==> config.mk <==
export PLATFORM = sky130hd
export DESIGN_NAME = imem_loader_flat
export DESIGN_NICKNAME = d
export VERILOG_FILES = /design/src/rtl/imem_loader_if.sv /design/src/rtl/imem_loader.sv /design/src/flat_wrapper.sv
export SDC_FILE = /design/constraint.sdc
export NUM_CORES = 1
export LEC_CHECK = 0
export ABC_CLOCK_PERIOD_IN_PS = 1700
export CELL_PAD_IN_SITES_DETAIL_PLACEMENT = 0
export CELL_PAD_IN_SITES_GLOBAL_PLACEMENT = 1
export CORE_AREA = 2 2 94 96
export DETAILED_ROUTE_END_ITERATION = 16
export DIE_AREA = 0 0 96 98
export PLACE_DENSITY = 0.85
export SETUP_SLACK_MARGIN = 0.02
export SYNTH_ARGS = -nofsm -noshare
export SYNTH_HDL_FRONTEND = slang
export SYNTH_SLANG_ARGS = --single-unit
==> constraint.sdc <==
create_clock -name CLK -period 1.7 [get_ports CLK]
set_input_delay 0.255 -clock CLK [delete_from_list [all_inputs] [get_ports CLK]]
set_output_delay 0.255 -clock CLK [all_outputs]
set_load 0.02 [all_outputs]
==> src/rtl/imem_loader_if.sv <==
// Byte-stream and instruction-memory write bus for the program loader.
// Handshake: a byte moves on a rising clock edge where byte_valid and
// byte_ready are both high. The source holds byte_data stable while
// byte_valid is high, and it may raise or drop byte_valid on any cycle.
// The loader raises byte_ready only while it is collecting bytes.
// imem_we is a write strobe. Memory writes imem_wdata at imem_addr on each
// edge where imem_we is high, and it has no backpressure.
interface imem_loader_if #(
    parameter int ADDR_W = 8
);
    logic              byte_valid;
    logic [7:0]        byte_data;
    logic              byte_ready;
    logic              imem_we;
    logic [ADDR_W-1:0] imem_addr;
    logic [31:0]       imem_wdata;

    // The loader drives memory and consumes bytes.
    modport master (
        input  byte_valid, byte_data,
        output byte_ready, imem_we, imem_addr, imem_wdata
    );

    // The environment supplies bytes and receives memory writes.
    modport slave (
        output byte_valid, byte_data,
        input  byte_ready, imem_we, imem_addr, imem_wdata
    );
endinterface

==> src/rtl/imem_loader.sv <==
// Program loader. It packs incoming bytes into big-endian 32-bit words and
// writes them to instruction memory starting at word 0. The core is held in
// reset during the load and for REL_DLY cycles after the last write.
module imem_loader #(
    parameter int ADDR_W  = 8,
    parameter int REL_DLY = 2
) (
    input  logic            CLK,
    input  logic            RST,
    input  logic            start,
    input  logic [ADDR_W:0] len,
    input  logic            abort,
    imem_loader_if.master   bus,
    output logic            core_rst,
    output logic            busy,
    output logic            done,
    output logic            err,
    output logic [1:0]      dbg_state
);
    typedef enum logic [1:0] {
        IDLE  = 2'd0,
        RECV  = 2'd1,
        WRITE = 2'd2,
        HOLD  = 2'd3
    } state_t;

    localparam int              DLY_W = (REL_DLY > 1) ? $clog2(REL_DLY) : 1;
    localparam logic [ADDR_W:0] DEPTH = {1'b1, {ADDR_W{1'b0}}};

    state_t            state_q, state_d;
    logic [ADDR_W:0]   len_q, len_d;
    logic [ADDR_W:0]   cnt_q, cnt_d;
    logic [1:0]        idx_q, idx_d;
    logic [31:0]       shift_q, shift_d;
    logic [DLY_W-1:0]  dly_q, dly_d;
    logic              core_rst_q, core_rst_d;
    logic              done_q, done_d;
    logic              err_q, err_d;
    logic              we_q, we_d;

    // Next-state and next-output logic for the load sequence.
    always_comb begin
        state_d    = state_q;
        len_d      = len_q;
        cnt_d      = cnt_q;
        idx_d      = idx_q;
        shift_d    = shift_q;
        dly_d      = dly_q;
        core_rst_d = core_rst_q;
        done_d     = 1'b0;
        err_d      = 1'b0;
        case (state_q)
            IDLE: begin
                if (start) begin
                    if ((len != '0) && (len <= DEPTH)) begin
                        len_d      = len;
                        cnt_d      = '0;
                        idx_d      = '0;
                        core_rst_d = 1'b1;
                        state_d    = RECV;
                    end else begin
                        err_d = 1'b1;
                    end
                end
            end
            RECV: begin
                // abort wins over a byte offered in the same cycle.
                if (abort) begin
                    err_d   = 1'b1;
                    state_d = IDLE;
                end else if (bus.byte_valid) begin
                    // Shift left so the first byte ends up in bits [31:24].
                    shift_d = {shift_q[23:0], bus.byte_data};
                    idx_d   = idx_q + 2'd1;
                    if (idx_q == 2'd3) begin
                        state_d = WRITE;
                    end
                end
            end
            WRITE: begin
                if (abort) begin
                    err_d   = 1'b1;
                    state_d = IDLE;
                end else begin
                    cnt_d = cnt_q + (ADDR_W+1)'(1);
                    dly_d = '0;
                    if (cnt_d == len_q) begin
                        if (REL_DLY == 0) begin
                            core_rst_d = 1'b0;
                            done_d     = 1'b1;
                            state_d    = IDLE;
                        end else begin
                            state_d = HOLD;
                        end
                    end else begin
                        state_d = RECV;
                    end
                end
            end
            HOLD: begin
                if (abort) begin
                    err_d   = 1'b1;
                    state_d = IDLE;
                end else if (dly_q == DLY_W'(REL_DLY - 1)) begin
                    core_rst_d = 1'b0;
                    done_d     = 1'b1;
                    state_d    = IDLE;
                end else begin
                    dly_d = dly_q + DLY_W'(1);
                end
            end
            default: state_d = IDLE;
        endcase
        // The strobe is a flop so it cannot glitch when the state changes.
        we_d = (state_d == WRITE);
    end

    // State and output registers; reset holds the core and clears everything else.
    always_ff @(posedge CLK or negedge RST) begin
        if (!RST) begin
            state_q    <= IDLE;
            len_q      <= '0;
            cnt_q      <= '0;
            idx_q      <= '0;
            shift_q    <= '0;
            dly_q      <= '0;
            core_rst_q <= 1'b1;
            done_q     <= 1'b0;
            err_q      <= 1'b0;
            we_q       <= 1'b0;
        end else begin
            state_q    <= state_d;
            len_q      <= len_d;
            cnt_q      <= cnt_d;
            idx_q      <= idx_d;
            shift_q    <= shift_d;
            dly_q      <= dly_d;
            core_rst_q <= core_rst_d;
            done_q     <= done_d;
            err_q      <= err_d;
            we_q       <= we_d;
        end
    end

    assign bus.byte_ready = (state_q == RECV);
    assign bus.imem_we    = we_q;
    assign bus.imem_addr  = cnt_q[ADDR_W-1:0];
    assign bus.imem_wdata = shift_q;
    assign core_rst       = core_rst_q;
    assign busy           = (state_q != IDLE);
    assign done           = done_q;
    assign err            = err_q;
    assign dbg_state      = state_q;
endmodule

==> src/flat_wrapper.sv <==
// flat-port wrapper written by rule: the top's interface ports become plain ports
module imem_loader_flat 
#(
    parameter int ADDR_W  = 8,
    parameter int REL_DLY = 2
)
  (CLK, RST, start, len, abort, core_rst, busy, done, err, dbg_state, bus_byte_valid, bus_byte_data, bus_byte_ready, bus_imem_we, bus_imem_addr, bus_imem_wdata);
  imem_loader_if #(.ADDR_W(ADDR_W)) bus_i ();
  input  logic CLK;
  input  logic RST;
  input  logic start;
  input  logic [ADDR_W:0] len;
  input  logic abort;
  output logic core_rst;
  output logic busy;
  output logic done;
  output logic err;
  output logic [1:0] dbg_state;
  input wire logic [$bits(bus_i.byte_valid)-1:0] bus_byte_valid;
  input wire logic [$bits(bus_i.byte_data)-1:0] bus_byte_data;
  output wire logic [$bits(bus_i.byte_ready)-1:0] bus_byte_ready;
  output wire logic [$bits(bus_i.imem_we)-1:0] bus_imem_we;
  output wire logic [$bits(bus_i.imem_addr)-1:0] bus_imem_addr;
  output wire logic [$bits(bus_i.imem_wdata)-1:0] bus_imem_wdata;
  assign bus_i.byte_valid = bus_byte_valid;
  assign bus_i.byte_data = bus_byte_data;
  assign bus_byte_ready = bus_i.byte_ready;
  assign bus_imem_we = bus_i.imem_we;
  assign bus_imem_addr = bus_i.imem_addr;
  assign bus_imem_wdata = bus_i.imem_wdata;
  imem_loader #(.ADDR_W(ADDR_W), .REL_DLY(REL_DLY)) u_core (.CLK(CLK), .RST(RST), .start(start), .len(len), .abort(abort), .bus(bus_i), .core_rst(core_rst), .busy(busy), .done(done), .err(err), .dbg_state(dbg_state));
endmodule
# Yosys cells after proc, flatten, opt, wreduce, memory -nomap -nowiden
# Index checks and enable logic that the tools add are counted.
word_totals:
  mem_bits_rw: 0
  latchBits: 0
  romBits: 0
  inputBits: 22
  n_memories: 0
  register_bits: 59
classes:
  shifts: 0
  n_mux: 35
  n_mul: 0
  reduce_logical: 15
  eq_ne: 13
  n_addsub: 3
  div: 0
  magnitude_cmp: 1
  n_bitwise: 1
ops:
  columns: ["operator", "n"]
  rows:
  - ["2-to-1 mux 9 bit", 3]
  - ["2-to-1 mux 2 bit", 13]
  - ["case mux 9 bit (2 select lines)", 1]
  - ["2-to-1 mux 1 bit", 13]
  - ["inequality test 2 bit (second input constant)", 5]
  - ["AND reduction 5 bit", 2]
  - ["nonzero test 2 bit", 5]
  - ["adder 9 x 1 -> 9 bit (second input constant)", 1]
  - ["equality test 9 bit", 1]
  - ["less-or-equal comparator 9 bit (second input constant)", 1]
  - ["AND reduction 3 bit", 3]
  - ["nonzero test 9 bit", 1]
  - ["equality test 2 bit (second input constant)", 4]
  - ["case mux 2 bit (4 select lines)", 1]
  - ["case mux 1 bit (2 select lines)", 3]
  - ["inequality test 2 x 1 -> 1 bit (second input constant)", 2]
  - ["case mux 2 bit (2 select lines)", 1]
  - ["AND reduction 4 bit", 1]
  - ["OR reduction 3 bit", 1]
  - ["adder 2 x 1 -> 2 bit (second input constant)", 1]
  - ["equality test 2 x 1 -> 1 bit (second input constant)", 1]
  - ["zero test 2 bit", 1]
  - ["adder 1 bit (second input constant)", 1]
  - ["logical AND 1 bit", 1]
  - ["NOT 1 bit", 1]

# Longest topological paths before layout
depth:
  word_depth: 6
  depth_mapped: 7

# Least setup slack after synthesis
# OpenSTA, ideal clock, no wires.
synth_timing:
  path_kind: "input -> register"
  start: "input port len[5]"
  end: "register u_core.len_q[2]"
  arrival_ns: 1.752
  setup_ns: 0.127
  slack_ns: -0.180
  n_path_buf: 1
  stages: 5
  path_cell_list: "or4_1 > or3_4 > nand3_2 > buf_6 > mux2_1"
synth_via:
  elab_chain_len: 3
synth_rtl:
  columns: ["item", "line", "text"]
  rows:
  - ["start: declaration", "flat_wrapper.sv:12", "input logic [ADDR_W:0] len;"]
  - ["less-or-equal comparator 9 bit / nonzero test 9 bit (equally long branches)", "imem_loader.sv:55", "if ((len != '0) && (len <= DEPTH)) begin"]
  - ["logical AND 1 bit (*)", "imem_loader.sv:55", null]
  - ["AND reduction 3 bit (no source line) (*)", null, null]
  - ["end signal: assignment", "imem_loader.sv:133", "len_q <= len_d;"]
  - ["end: declaration", "imem_loader.sv:31", "logic [ADDR_W:0] len_q, len_d;"]
# Every way passes the cells marked *; elsewhere a longest branch is shown, timed or not.
# A chain may end at the register's enable or synchronous reset.

# Worst setup path after layout
layout_timing:
  start: "register u_core.cnt_q[5]"
  end: "register u_core.state_q[1], in the netlist u_core.dbg_state[1]"
layout_via:
  elab_chain_len: 5
layout_rtl:
  columns: ["item", "line", "text"]
  rows:
  - ["start: declaration", "imem_loader.sv:32", "logic [ADDR_W:0] cnt_q, cnt_d;"]
  - ["start signal: assignment", "imem_loader.sv:134", "cnt_q <= cnt_d;"]
  - ["adder 9 x 1 -> 9 bit", "imem_loader.sv:85", "cnt_d = cnt_q + (ADDR_W+1)'(1);"]
  - ["equality test 9 bit", "imem_loader.sv:87", "if (cnt_d == len_q) begin"]
  - ["2-to-1 mux 2 bit", "imem_loader.sv:87", null]
  - ["2-to-1 mux 2 bit", "imem_loader.sv:81", "if (abort) begin"]
  - ["case mux 2 bit (4 select lines)", "imem_loader.sv:52", "case (state_q)"]
  - ["named net u_core.state_d[1]", "imem_loader.sv:30", "state_t state_q, state_d;"]
  - ["end signal: assignment", "imem_loader.sv:132", "state_q <= state_d;"]
  - ["end: declaration", "imem_loader.sv:30", null]
# The timed path passes the listed nets, and every way through them passes these cells.

==> results.py <==
metrics = {
    "grt": {
        "grt_max_degree": 31,
        "overflow": 0,
        "grt_pass1_wl_mm": 10.79,
        "first_global_vias": 2183,
        "antenna_found_initial": 0,
        "grt.total_usage_pct": 14.97,
    },
    "worst_setup_path": {
        "startpoint": "u_core.cnt_q[5]",
        "crit_type": "flop to flop",
        "end_kind": "flop",
        "cpPeakStageDelay_ns": 0.52,
        "cp.required_ns": 1.90,
        "crit_chain": "xor2_1 > o21ai_0 > a22o_1 > a21oi_1 > o41ai_2",
        "critPathTopFamily": "compound AO/OA/AOI/OAI gates",
        "cp_slowest_cell": "dfrtp_1",
        "cp_max_fo": 8,
        "arrival_ns": 1.91,
        "timing.rr.start": "u_core.cnt_q[5]",
        "start_kind": "flop",
        "crit_buf_inv": 0,
    },
    "logic_synthesis": {
        "synth.net_count": 267,
        "ys.flop_type": "dfrtp_1",
        "synth.distinct_cells": 40,
        "synth-edff-count": 0,
        "seq_area_frac_synth_pct": 53.20,
        "avgSynthCellArea_um2": 11.43,
        "yosysWarnings": 0,
        "async_reset_ff_share_pct": 100.0,
        "synth-seq-cells": 59,
        "synthCells": 243,
        "synth_area_um2": 2778,
    },
    "layout": {
        "layout_common_cells": "56 x dfrtp_1, 48 x clkdlybuf4s50_1, 36 x mux2_1, 29 x buf_4, 16 x nand2_1",
        "fin_nets": 365,
        "fin_cells": 453,
        "drive_above_1_share_pct": 24.35,
        "layout_commonest_cell": "dfrtp_1",
        "antenna_cells": 0,
        "syn_to_final_growth_pct": 46.80,
    },
    "pwr": {
        "ir_worst_vdd_mv": 0.9311,
        "leakage_nw": 1.848,
        "p_per_area_nw_per_um2": 1578,
    },
    "clock_tree": {
        "cts.sinks": 59,
        "htreeDepth": 3,
        "clk_latency_ns": 0.34,
        "root_buffer": "clkbuf_8",
        "cts_buffers": 9,
        "clock_tree.buffer_depth": 2,
        "cts_tree": "yes",
        "path_clk_slew_ns": 0.08,
    },
    "die": {
        "start_util_pct": 32.81,
        "fp.dieW_um": 96,
        "die_h_um": 98,
        "ioPinCount": 70,
        "row_count": 34,
        "core_area_um2": 8466,
        "die_area_um2": 9408,
    },
    "job": {
        "maxCapViolations": 0,
    },
    "route": {
        "vias": 2225,
        "wl_per_cell_um": 15.28,
        "viasPerCell": 4.912,
        "finalWirelength_mm": 6.924,
        "drc_errors": 0,
        "drt-initial-drc-count": 68,
        "dr.pass1.iters": 4,
        "postRouteAntennaNets": 0,
    },
    "sta": {
        "layout_setup_ws_ns": -0.008512,
        "fin_crit_ns": 1.709,
        "rsz0062_at_grt": "true",
        "setup_viol": 1,
        "slew_headroom_pct": 69.03,
        "min_period_over_period_pct": 100.5,
        "clock_skew_ns": 0.01228,
        "maxSlewViolCount": 0,
        "worst_pin_slew_ns": 0.4645,
        "finalHoldViolations": 0,
        "clock.fmax_ghz": 0.5853,
    },
    "placed_design": {
        "pre_cts_ws_ns": -0.6526,
        "io_buffers": 69,
        "dp_cells": 434,
        "gp_congestion": 0.7585,
        "dp_hpwl_mm": 4.821,
    },
    "outcome": {
        "status": "finished with violations",
        "violations": "setup timing",
    },
    "worst_hold_path": {
        "min_from": "len[7]",
        "min_path_type": "input pin to flop",
    },
}
## power by group
group	switching, W	leakage, nW	internal [W]
combinational	0.00129	1.01	0.00137
sequential	0.000405	0.731	0.00195
clock	0.000568	0.108	0.000852
## what timing repair did
item                       in CTS  in global routing
hold buffers                    1                  0
cloned                          1                  1
pin swaps                       9                  6
hold endpoints to repair       16                  0
gates resized for setup        43                 15
buffers inserted                1                  0
setup endpoints to repair      34                 22
## path summary, 6_finish.rpt
check                                       to  slack (ns)  cells after the start
min in group asynchronous      u_core.len_q[3]        0.40                      2
max in group asynchronous      u_core.cnt_q[4]        0.76                      3
max                        u_core.dbg_state[1]      -0.009                      5
min reg2reg                    u_core.core_rst        0.48                      2
max reg2reg                u_core.dbg_state[1]      -0.009                      5
min                            u_core.len_q[7]        0.15                      2
## synth_stat cells, types with 4 or more instances
cell type / number / area share, %
nor2_1: 14 / 1.9
nand3_1: 6 / 1.1
dfrtp_1: 58 / 52
clkbuf_1: 6 / 0.81
buf_2: 4 / 0.72
nor2b_1: 6 / 1.4
xor2_1: 5 / 1.6
nand2_1: 16 / 2.2
and2_1: 4 / 0.90
o21ai_0: 8 / 1.4
buf_4: 8 / 2.2
nor3_1: 7 / 1.3
o21ai_1: 11 / 2.0
a21oi_1: 10 / 1.8
mux2_1: 40 / 16
and3_1: 5 / 1.1
## per-layer routing
layer  share of wire (%)  up-vias  global-route usage, %
met1                  43     1097                  17.75
met4                 1.5        0                  6.044
met2                  48       70                  23.88
met3                 8.0       11                  6.096
met5                   0        -                      0
li1                    -     1047                      -
## sequential cells by signal, summed over array words and instances, names as in the netlist
name                   cells
u_core.bus.imem_wdata     32
u_core.cnt_q               9
u_core.len_q               9
u_core.dbg_state           2
u_core.idx_q               2
u_core.bus.imem_we         1
u_core.core_rst            1
u_core.dly_q               1
u_core.done                1
u_core.err                 1
## area by class of cell
class / instances / area (um^2)
fill: 760 / 4388
sequential: 59 / 1480
multi-input combinational: 162 / 1259
timing repair buffer: 105 / 973.4
clock buffer: 10 / 137.6
tap: 108 / 135.1
clock inverter: 5 / 77.57
inverter: 4 / 15.01
## cells by family after synthesis
| group | count (synthesis) | share of synthesized area [%] |
|---|---|---|
| buffers and inverters | 23 | 4.640 |
| AO/OA/AOI/OAI | 40 | 8.964 |
| multiplexers | 41 | 16.62 |
| AND/OR/NAND/NOR | 70 | 13.15 |
| adder cells (fa/ha/maj) | 2 | 0.9008 |
| flip-flops | 59 | 53.20 |
| XOR/XNOR | 8 | 2.523 |
## stage by stage
step / hold slack (ns) / setup TNS, ns / cell area (um^2) / util, % / power, W
floorplan: -0.04059 / -1.195 / 2784 / - / 0.003644
global placement: 0.2318 / -16.14 / 3762 / 44.44 / 0.004881
detailed placement: 0.2304 / -17.03 / 3762 / 44.44 / 0.004940
CTS: 0.1644 / 0 / 4049 / 47.83 / 0.006437
global route: 0.1508 / -0.08006 / 4078 / 48.17 / 0.006809
finish: 0.1540 / -0.008512 / 4078 / 48.17 / 0.006436
No activity file was read; power rests on OpenSTA's default activity.
